<file path="src/rtl/mem_arbiter.sv">
// Two-requester arbiter (instruction fetch / load-store) in front of the single-port memory.
// Build option MEM_ARB_RR_EN selects round-robin instead of data priority with fetch starvation guard.
module mem_arbiter #(
  parameter int width      = 64,
  parameter int depth      = 8,
  parameter int STARVE_MAX = 4
) (
  input  logic             clk,
  input  logic             rst_n,
  input  logic             if_req,
  input  logic [width-1:0] if_addr,
  output logic             if_gnt,
  output logic             if_rvalid,
  output logic [width-1:0] if_rdata,
  input  logic             dm_req,
  input  logic             dm_we,
  input  logic [width-1:0] dm_addr,
  input  logic [width-1:0] dm_wdata,
  output logic             dm_gnt,
  output logic             dm_rvalid,
  output logic [width-1:0] dm_rdata,
  output logic             memoryRead,
  output logic             memoryWri,
  output logic [width-1:0] address,
  output logic [width-1:0] dataWri,
  input  logic [width-1:0] dataRead
);

  logic [3:0] starve_cnt;
`ifdef MEM_ARB_RR_EN
  logic       last_owner;  // 1 = data port owned the most recent grant
`endif

  // Only the word-index bits reach memory; upper address bits are intentionally dropped.
  logic unused_addr_hi;
  assign unused_addr_hi = ^{if_addr[width-1:depth], dm_addr[width-1:depth]};

  // Stage p0: combinational grant and memory command
  always_comb begin
    if_gnt = 1'b0;
    dm_gnt = 1'b0;
    if (rst_n) begin
      if (if_req && dm_req) begin
`ifdef MEM_ARB_RR_EN
        if (last_owner) if_gnt = 1'b1;
        else            dm_gnt = 1'b1;
`else
        if (starve_cnt == 4'(STARVE_MAX)) if_gnt = 1'b1;
        else                              dm_gnt = 1'b1;
`endif
      end else begin
        if_gnt = if_req;
        dm_gnt = dm_req;
      end
    end
  end

  always_comb begin
    memoryRead = 1'b0;
    memoryWri  = 1'b0;
    address    = '0;
    dataWri    = '0;
    if (if_gnt) begin
      memoryRead          = 1'b1;
      address[depth-1:0]  = if_addr[depth-1:0];
    end else if (dm_gnt) begin
      memoryRead          = ~dm_we;
      memoryWri           = dm_we;
      address[depth-1:0]  = dm_addr[depth-1:0];
      if (dm_we) dataWri  = dm_wdata;
    end
  end

  // Stage p1: registered read response and arbitration state
  always_ff @(posedge clk) begin
    if (!rst_n) begin
      if_rvalid  <= 1'b0;
      dm_rvalid  <= 1'b0;
      if_rdata   <= '0;
      dm_rdata   <= '0;
      starve_cnt <= '0;
`ifdef MEM_ARB_RR_EN
      last_owner <= 1'b1;
`endif
    end else begin
      if_rvalid <= if_gnt;
      dm_rvalid <= dm_gnt && !dm_we;
      if (if_gnt)           if_rdata <= dataRead;
      if (dm_gnt && !dm_we) dm_rdata <= dataRead;
`ifdef MEM_ARB_RR_EN
      starve_cnt <= '0;
      if (if_gnt)      last_owner <= 1'b0;
      else if (dm_gnt) last_owner <= 1'b1;
`else
      if (!if_req || if_gnt)
        starve_cnt <= '0;
      else if (starve_cnt != 4'(STARVE_MAX))
        starve_cnt <= starve_cnt + 4'd1;
`endif
    end
  end

endmodule

</file>
<file path="config.mk">
export PLATFORM = sky130hd
export DESIGN_NAME = mem_arbiter
export DESIGN_NICKNAME = d
export VERILOG_FILES = /design/src/rtl/mem_arbiter.sv
export SDC_FILE = /design/constraint.sdc
export NUM_CORES = 1
export LEC_CHECK = 0
export BUFFER_PORTS_ARGS = -buffer_cell sky130_fd_sc_hd__buf_2
export CAP_MARGIN = 25
export CORE_AREA = 2 2 202 204
export DETAILED_ROUTE_END_ITERATION = 10
export DIE_AREA = 0 0 204 206
export GPL_ROUTABILITY_DRIVEN = 0
export MAX_ROUTING_LAYER = met4
export PLACE_DENSITY_LB_ADDON = 0.15
export SYNTH_ARGS = -nofsm -noshare
export SYNTH_HDL_FRONTEND = slang
export SYNTH_SLANG_ARGS = --single-unit
export TNS_END_PERCENT = 30
</file>
<file path="constraint.sdc">
create_clock -name clk -period 1.9 [get_ports clk]
set_clock_uncertainty 0.2 [all_clocks]
set_input_delay 0 -clock clk [delete_from_list [all_inputs] [get_ports clk]]
set_output_delay 0 -clock clk [all_outputs]
set_load 0.02 [all_outputs]
</file>
# ---- Word-level counts from Yosys, hierarchy flattened
# Index checks and enable logic that the tools add are counted.
dict set report totals {
  reg_bits 134
  input_bits 261
  elab_cells 31
}
dict set report classes {
  addsub 1
  eq_ne 2
  n_mux 15
  bitwise_logic 2
  n_reduce_logical 6
}
# op count
set ops {}
lappend ops {{$mux 64} 3}
lappend ops {{$mux 8} 2}
lappend ops {{$mux 1} 10}
lappend ops {{$add 4x1->4 const B} 1}
lappend ops {{$eq 4x3->1 const B} 1}
lappend ops {{$ne 4x3->1 const B} 1}
lappend ops {{$logic_and 1x1->1} 2}
lappend ops {{$logic_not 1->1} 2}
lappend ops {{$not 1->1} 2}
lappend ops {{$reduce_or 2->1} 1}
lappend ops {{$logic_or 1x1->1} 1}

# ---- Depth between registers and ports, before layout
# Gate-level depths: netlist (run 1).
dict set report depth {
  ltp_word 6
  mapped_depth 7
  ltp_nobuf 5
}

# ---- Worst setup path after synthesis (run 1)
# No wires, ideal clock.
dict set report synth_path {
  path_type {register to output}
  start {register starve_cnt[0]}
  end {output port dataWri[41]}
  t_arrival_ns 1.547
  required_ns 1.700
  path_slack_ns 0.153
  stages_incl_launch_ff 7
  n_path_buf 1
  path_cell_list {dfxtp_1 inv_1 ha_1 nand4b_1 and4_1 clkbuf_1 and2_1}
}
dict set report synth_via {
  elab_chain_cells 6
}
# item line
set synth_lines {}
lappend synth_lines {{from (decl)} 29} ;# logic [3:0] starve_cnt;
lappend synth_lines {{from (signal assigned)} 98} ;# starve_cnt <= starve_cnt + 4'd1;
lappend synth_lines {{$eq 4x3->1 (*)} 48} ;# if (starve_cnt == 4'(STARVE_MAX)) if_gnt = 1'b1;
lappend synth_lines {{$mux 1} 48}
lappend synth_lines {{$mux 1} 43} ;# if (if_req && dm_req) begin
lappend synth_lines {{$mux 1} 42} ;# if (rst_n) begin
lappend synth_lines {{$mux 64} 66} ;# end else if (dm_gnt) begin
lappend synth_lines {{$mux 64 (*)} 63} ;# if (if_gnt) begin
lappend synth_lines {{to (decl)} 25} ;# output logic [width-1:0] dataWri,
# Mark *: on every way between the ends. The rest lies on a longest branch, timed or not.

# ---- Worst setup path after layout (run 1)
dict set report layout_path {
  start {register starve_cnt[1]}
  end {output port dataWri[28]}
}
# Same word-level chain as after synthesis.

==> results of run 1 <==
==> layout make-up <==
cell class	instances	share of cell area (%)
repair buffers	465	34.4
clock buffers	24	4.66
flip-flops and latches	134	26.5
clock inverters	8	0.976
diodes	2	0.0494
multi-input cells	534	26.8
inverters	2	0.0741
well taps	532	6.57
==> critical path: stages (launching register included) <==
cell and delay, ps:
sky130_fd_sc_hd__dfxtp_2 330, sky130_fd_sc_hd__inv_2 40, sky130_fd_sc_hd__ha_4 150, sky130_fd_sc_hd__nand4b_1 140, sky130_fd_sc_hd__and4_4 350, sky130_fd_sc_hd__buf_12 140
sky130_fd_sc_hd__clkbuf_16 150, sky130_fd_sc_hd__and2_4 140, sky130_fd_sc_hd__buf_6 110
==> kinds of logic after synthesis <==
kind of cell	count (synthesis)	synth area share, %
compound gates	138	13.7
xor+xnor	2	0.300
fa+ha+maj	2	0.428
buf+inv	123	13.2
flops	134	45.9
other cells	1	0.0642
simple gates	336	26.4
==> state kept, by name, indices dropped and copies added (netlist names) <==
signal and cells:
dm_rvalid 1, starve_cnt 4, if_rdata 64, if_rvalid 1
dm_rdata 64
==> Yosys cell counts <==
cell type | count | area share [%]
sky130_fd_sc_hd__inv_1 | 2 | 0.13
sky130_fd_sc_hd__nand3b_1 | 1 | 0.13
sky130_fd_sc_hd__clkbuf_1 | 21 | 1.3
sky130_fd_sc_hd__buf_1 | 2 | 0.13
sky130_fd_sc_hd__buf_6 | 5 | 0.96
sky130_fd_sc_hd__nand2_1 | 194 | 12
sky130_fd_sc_hd__and3_1 | 2 | 0.21
sky130_fd_sc_hd__buf_4 | 63 | 8.1
sky130_fd_sc_hd__ha_1 | 2 | 0.43
sky130_fd_sc_hd__a21oi_1 | 2 | 0.17
sky130_fd_sc_hd__o21ai_0 | 25 | 2.1
sky130_fd_sc_hd__o21ai_1 | 39 | 3.3
sky130_fd_sc_hd__o22ai_1 | 64 | 6.9
sky130_fd_sc_hd__nor3_1 | 3 | 0.26
sky130_fd_sc_hd__and2_1 | 67 | 7.2
sky130_fd_sc_hd__conb_1 | 1 | 0.064
sky130_fd_sc_hd__xor2_1 | 1 | 0.15
sky130_fd_sc_hd__dfxtp_1 | 134 | 46
sky130_fd_sc_hd__xnor2_1 | 1 | 0.15
sky130_fd_sc_hd__and3b_1 | 1 | 0.15
sky130_fd_sc_hd__and4_1 | 1 | 0.15
sky130_fd_sc_hd__buf_2 | 30 | 2.6
sky130_fd_sc_hd__or2_2 | 1 | 0.11
sky130_fd_sc_hd__nand3_1 | 65 | 5.6
sky130_fd_sc_hd__a22o_1 | 8 | 1.2
sky130_fd_sc_hd__nand4b_1 | 1 | 0.15
==> metal layers <==
layer	up-vias	routed length (um)
met5	-	0
met4	0	456
met3	28	2080
met2	295	14000
met1	3088	11400
li1	3188	-
==> how the worst max path moves through the flow <==
stage                  endpoint  slack [ps]  cells after the start
finish              dataWri[28]        -300                      8
detailed placement   address[0]          40                      8
floorplan           dataWri[41]         150                      6
global placement     address[0]          40                      8
global route        dataWri[28]        -410                      8
CTS                 dataWri[61]        -410                      7
==> per-stage QoR <==
step                cell area [sq um]  cells  total power, mW  worst slack [ps]  hold slack [ps]
floorplan                        6050    791             3.85               153             -108
global placement                 8080   1580             4.31              37.5             39.2
detailed placement               8080   1580             4.31              38.2             45.2
CTS                              9910   1698             7.92              -409             63.6
global route                    10100   1700             8.15              -409             90.2
finish                          10100   1701             7.80              -299             82.9
==> power by group <==
group	switching (mW)	internal, mW	total [mW]
logic	0.852	0.594	1.45
clock network	1.32	1.99	3.32
registers	0.0722	2.96	3.03
total	2.25	5.55	7.80
==> timing repair <==
| action | 4_1_cts | 5_1_grt |
|---|---|---|
| gates resized for setup | 104 | 80 |
| endpoints found under the hold margin | 132 | 0 |
| pin swaps | 6 | 24 |
| buffers inserted | 5 | 3 |
| endpoints found under the setup margin | 76 | 83 |
| gates cloned | 4 | 1 |
| hold buffers | 77 | 0 |
==> impl_summary.log, run 1 <==
INFO  metric die_h = 206 um
INFO  metric global_route_hottest_layer = met2
INFO  metric synth.distinct_cells = 26
INFO  metric syn-mean-instance-area = approximately 8 sq um
INFO  metric floorplan.rows = 74
INFO  metric fmax = approximately 0.45 GHz
INFO  metric met2_global_route_usage = 22.5%
INFO  metric cts.clk_slew.worst_paths = 60 ps
INFO  metric layout.nets = 1417
INFO  metric max-clock-path-buffers = 2
INFO  metric hpwl = 18100 um
INFO  metric synthesis.yosys.warnings = 0
INFO  metric first_global_vias = 6570
INFO  metric grt_max_degree = 65
INFO  metric whs_path_depth = 5
INFO  metric min-delay-path-class = input pin to flip-flop
INFO  metric postLayoutCoreUtil = 25.2%
INFO  metric post_route_cells_drive_above_1_share = approximately two fifths
INFO  metric finalMaxSlewViolations = 0
INFO  metric crit_type = flip-flop to primary output
INFO  metric holdCritStartpoint = if_req
INFO  metric area.sequential = 0.00269 sq mm
INFO  metric mostFrequentLayoutCells = 285 x sky130_fd_sc_hd__buf_2, 194 x sky130_fd_sc_hd__nand2_1, 132 x sky130_fd_sc_hd__dfxtp_1
INFO  metric cts.sinks = 134
INFO  metric fin_setup_tns = -17610 ps
INFO  metric io_pins = 523
INFO  metric worst_setup_path_start_kind = flip-flop
INFO  metric route.detailed.drc = 0
INFO  metric run_status = complete, but fails checks
INFO  metric seq_area_frac_synth = 45.9%
INFO  metric clock_tree.root_cell = sky130_fd_sc_hd__clkbuf_16
INFO  metric cts_tree = built
INFO  metric grt_setup_unrepaired = yes
INFO  metric grt_first_pass_wirelength = about 40000 um
INFO  metric power.density = 770 mW/mm^2
INFO  metric met3_usage = 4.34%
INFO  metric final.fill_count = roughly 4500
INFO  metric arrival = 2000 ps
INFO  metric route.detailed.vias_per_inst = 3.88
INFO  metric violations = setup timing
INFO  metric antenna_found_initial = 5
INFO  metric die_area = 0.0420 sq mm
INFO  metric first_iter_violations = 210
INFO  metric final_hold_viol_count = 0
INFO  metric timing.critical_path.from = starve_cnt[1]
INFO  metric worst-r2r-cell-count = 7
INFO  metric final_setup_margin = -299 ps
INFO  metric shortest_clock_period_the_worst_path_allows_after_layout = roughly 2200 ps
INFO  metric layout.cells.most_common = sky130_fd_sc_hd__buf_2
INFO  metric global_route.usage.met1 = between 10 and 15%
INFO  metric rr_endpoint = if_rdata[16]
INFO  metric cp_max_fo = 8
INFO  metric timing.final.setup_violations = 76
INFO  metric insertion_delay_of_the_later_clocked_pin_in_the_worst_skew_pair = 440 ps
INFO  metric synthToLayoutAreaGrowth = 73.3%
INFO  metric worstPathRequired = between 1500 and 2000 ps
INFO  metric crit-reg2reg-launch = starve_cnt[1]
INFO  metric route.final.wire_length = 28000 um
INFO  metric synthesis.instances = 736
INFO  metric initial_util = 14.5%
INFO  metric gr-total-overflow = 0
INFO  metric die_w = approximately 200 um
INFO  metric vdd_drop_max = about 0.00066 V
INFO  metric num_vias = 6599
INFO  metric mean_routed_wirelength_per_cell = 16.4 um
INFO  metric drtPass1Iterations = 4
INFO  metric placement.io_buffers = between 300 and 400
INFO  metric multi_input_comb_area = approximately 0.0027 sq mm
INFO  metric cts.htree.levels = 4
INFO  metric cts-buffers-inserted = 17
INFO  metric r2r_setup_slack = 170 ps
INFO  metric synth.ff_latch_count = between 100 and 150
INFO  metric maximum_capacitance_violations = 0
INFO  metric critical_path.endpoint_type = primary output
INFO  metric timing.final.crit_share = 116%
INFO  metric leakagePower = around 4.6 nW
INFO  metric netlist_area = 0.00584 sq mm
INFO  metric hold_path_end = if_rdata[63]
INFO  metric groute.usage.overall = 13.1%
INFO  metric postRouteAntennaNets = 0
INFO  metric design.core.area = between 0.04 and 0.05 sq mm
Note: power is estimated with default switching activity, not from simulation.
==> run 2, diff against run 1 <==
--- a/config.mk
+++ b/config.mk
@@ -7,9 +7,11 @@
 export LEC_CHECK = 0
 export BUFFER_PORTS_ARGS = -buffer_cell sky130_fd_sc_hd__buf_2
 export CAP_MARGIN = 25
-export CORE_AREA = 2 2 202 204
+export CELL_PAD_IN_SITES_DETAIL_PLACEMENT = 0
+export CELL_PAD_IN_SITES_GLOBAL_PLACEMENT = 1
+export CORE_AREA = 2 2 201 203
 export DETAILED_ROUTE_END_ITERATION = 10
-export DIE_AREA = 0 0 204 206
+export DIE_AREA = 0 0 203 205
 export GPL_ROUTABILITY_DRIVEN = 0
 export MAX_ROUTING_LAYER = met4
 export PLACE_DENSITY_LB_ADDON = 0.15
==> impl_summary.log, run 2 (same netlist as run 1, synthesis figures left out) <==
INFO  metric timing.final.setup_violations = 75 (was 76)
INFO  metric final_setup_margin = -260 ps (was -299 ps)
INFO  metric max-clock-path-buffers = 2 (unchanged)
INFO  metric timing.final.crit_share = 114% (was 116%)
INFO  metric p_sw = 2.33 mW (was 2.25 mW)
INFO  metric die_w = 203 um (was 204 um)
INFO  metric floorplan.rows = 73 (was 74)
INFO  metric violations = setup timing (unchanged)
INFO  metric postRouteAntennaNets = 0 (unchanged)
INFO  metric vdd_drop_max = 0.000599 V (was 0.000661 V)
INFO  metric worst_setup_path_start_kind = flip-flop (unchanged)
INFO  metric placement.io_buffers = 354 (unchanged)
INFO  metric highest_layer = met4 (unchanged)
INFO  metric insertion_delay_of_the_later_clocked_pin_in_the_worst_skew_pair = 430 ps (was 440 ps)
INFO  metric power.density = 809 mW/mm^2 (was 770 mW/mm^2)
INFO  metric finalMaxSlewViolations = 0 (unchanged)
INFO  metric clockPowerShare = 45.8% (was 42.5%)
INFO  metric cts-buffers-inserted = 17 (unchanged)
INFO  metric grt_setup_unrepaired = yes (unchanged)
INFO  metric largestRegisters = dm_rdata (64), if_rdata (64), starve_cnt (4) (unchanged)
INFO  metric groute.usage.overall = 13.3% (was 13.1%)
INFO  metric rr_endpoint = if_rdata[35] (was if_rdata[16])
INFO  metric route.final.wire_length = 28800 um (was 28000 um)
INFO  metric max_slew_headroom = just under 60%
INFO  metric crit_path_end = dataWri[26] (was dataWri[28])
INFO  metric io_pins = 523 (unchanged)
INFO  metric tightest_slew = 632 ps
INFO  metric gr-total-overflow = 0 (unchanged)
INFO  metric crit-reg2reg-launch = starve_cnt[1] (unchanged)
INFO  metric initial_util = 14.8% (was 14.5%)
INFO  metric arrival = 1960 ps (was 2000 ps)
INFO  metric post_route_cells_drive_above_1_share = 42.7% (was 39.4%)
INFO  metric shortest_clock_period_the_worst_path_allows_after_layout = 2160 ps (was 2200 ps)
INFO  metric post-place-ws = 4.83 ps (was 38.2 ps)
INFO  metric holdCritStartpoint = rst_n (was if_req)
INFO  metric final_hold_viol_count = 0 (unchanged)
INFO  metric power.internal = 6.01 mW (was 5.55 mW)
INFO  metric mostFrequentLayoutCells = 277 x sky130_fd_sc_hd__buf_2, 194 x sky130_fd_sc_hd__nand2_1, 132 x sky130_fd_sc_hd__dfxtp_1 (was 285 x sky130_fd_sc_hd__buf_2, 194 x sky130_fd_sc_hd__nand2_1, 132 x sky130_fd_sc_hd__dfxtp_1)
INFO  metric num_antenna_cells = 0 (was 2)
INFO  metric timing.critical_path.from = starve_cnt[1] (unchanged)
INFO  metric whs_path_depth = 4 (was 5)
INFO  metric die_h = 205 um (was 206 um)
INFO  metric run_status = complete, but fails checks (unchanged)
INFO  metric clock_tree.root_cell = sky130_fd_sc_hd__clkbuf_16 (unchanged)
INFO  metric worst-r2r-cell-count = 8 (was 7)
INFO  metric first_global_vias = 6424 (was 6570)
INFO  metric layout.nets = 1415 (was 1417)
INFO  metric p_sw_share = 27.9% (was 28.8%)
INFO  metric routed-wl-met2 = 14500 um (was 14000 um)
INFO  metric crit_type = flip-flop to primary output (unchanged)
INFO  metric leakagePower = 4.74 nW (was 4.63 nW)
INFO  metric num_vias = 6598 (was 6599)
INFO  metric route.detailed.vias_per_inst = 3.90 (was 3.88)
INFO  metric cts_tree = built (unchanged)
INFO  metric grt_first_pass_wirelength = 39900 um (was 39600 um)
INFO  metric hpwl = 18700 um (was 18100 um)
INFO  metric cts.htree.levels = 4 (unchanged)
INFO  metric min-delay-path-class = input pin to flip-flop (unchanged)
INFO  metric layout.cells.most_common = sky130_fd_sc_hd__buf_2 (unchanged)
INFO  metric antenna_found_initial = 1 (was 5)
INFO  metric fraction_of_power_consumed_by_combinational_cells = 17.8% (was 18.6%)
INFO  metric synthToLayoutAreaGrowth = 76.3% (was 73.3%)
INFO  metric seq_power_share = 36.4% (was 38.9%)
INFO  metric cts.clk_slew.worst_paths = 60 ps (about the same)
INFO  metric dpl_cell_area = 0.00809 sq mm (was 0.00808 sq mm)
INFO  metric worstPathRequired = 1700 ps (about the same)
INFO  metric maximum_capacitance_violations = 0 (unchanged)
INFO  metric die_area = 0.0416 sq mm (was 0.0420 sq mm)
INFO  metric total_power = 8.34 mW (was 7.80 mW)
INFO  metric design.core.area = 0.0394 sq mm (was 0.0402 sq mm)
INFO  metric finalInstanceArea = 0.0103 sq mm (was 0.0101 sq mm)
INFO  metric cp_max_fo = 8 (unchanged)
INFO  metric postLayoutCoreUtil = 26.2% (was 25.2%)
INFO  metric first_iter_violations = 291 (was 210)
INFO  metric route.layer.met1.wl = 11600 um (was 11400 um)
INFO  metric r2r_setup_slack = 130 ps (was 170 ps)
INFO  metric route.detailed.drc = 0 (unchanged)
INFO  metric critical_path.endpoint_type = primary output (unchanged)
INFO  metric drtPass1Iterations = 7 (was 4)
INFO  metric fmax = 0.463 GHz (was 0.455 GHz)
INFO  metric wl_met3 = 2000 um (was 2080 um)
INFO  metric mean_routed_wirelength_per_cell = 17.0 um (was 16.4 um)
INFO  metric cts.sinks = 134 (unchanged)
INFO  metric grt_max_degree = 76 (was 65)
[run 2: changes by cell type in the layout (fill, tap and decap cells not counted), moves of 4 or more]
cell / change
sky130_fd_sc_hd__buf_4: +11
sky130_fd_sc_hd__dlygate4sd3_1: -8
sky130_fd_sc_hd__buf_2: -8
sky130_fd_sc_hd__clkbuf_1: -5
sky130_fd_sc_hd__and2_1: -24
sky130_fd_sc_hd__clkbuf_16: +4
sky130_fd_sc_hd__and2_4: +24
[run 2: power by group through the flow]
stage               Combinational, mW  Clock, mW  Sequential, mW
floorplan                       0.575          0            3.28
global placement                 1.24          0            3.09
detailed placement               1.23          0            3.09
CTS                              1.44       3.97            3.03
global route                     1.60       4.09            3.05
finish                           1.49       3.82            3.03
[run 2: repair_timing]
item / 4_1_cts / 5_1_grt
gates resized for setup: 152 / 69
setup endpoints to repair: 76 / 81
hold endpoints to repair: 133 / 0
pin swaps: 13 / 49
gates cloned: 3 / 6
hold buffers: 67 / 0
setup buffers: 5 / 7
[run 2: worst min-delay path by stage]
stage,to,slack [ps]
final,dm_rdata[33],50
after global routing,dm_rdata[33],60
after CTS,dm_rdata[33],20
after detailed placement,dm_rdata[58],40
after global placement,dm_rdata[18],40
after floorplan,if_rvalid,-110
[run 2: area by class of cell]
type | count | area [sq um]
clock inverters | 12 | 198
clock buffers | 20 | 467
fillers | 4287 | 29100
multi-input cells | 534 | 2790
flip-flops and latches | 134 | 2690
inverters | 2 | 7.51
well taps | 525 | 657
repair buffers | 463 | 3500
[run 2: layer usage]
layer | vias to the layer above | track usage, %
met4 | 0 | 5.06
met2 | 310 | 22.9
met1 | 3078 | 14.9
met3 | 29 | 3.42
li1 | 3181 | -
met5 | - | -
[run 2: metrics by stage]
stage,hold WS [ps],instances,TNS (ps)
after floorplan,-108,791,0
after global placement,39.6,1575,0
after detailed placement,44.1,1575,0
after CTS,24.9,1682,-25450
after global routing,63.4,1690,-23650
final,54.5,1690,-16250
[run 2: worst max-delay path: stages, from the launching register on]
cell and delay [ps]:
sky130_fd_sc_hd__dfxtp_2 330, sky130_fd_sc_hd__inv_2 40, sky130_fd_sc_hd__ha_4 150, sky130_fd_sc_hd__nand4b_1 150
sky130_fd_sc_hd__and4_4 250, sky130_fd_sc_hd__buf_12 150, sky130_fd_sc_hd__buf_6 160, sky130_fd_sc_hd__and2_1 140
sky130_fd_sc_hd__buf_4 130
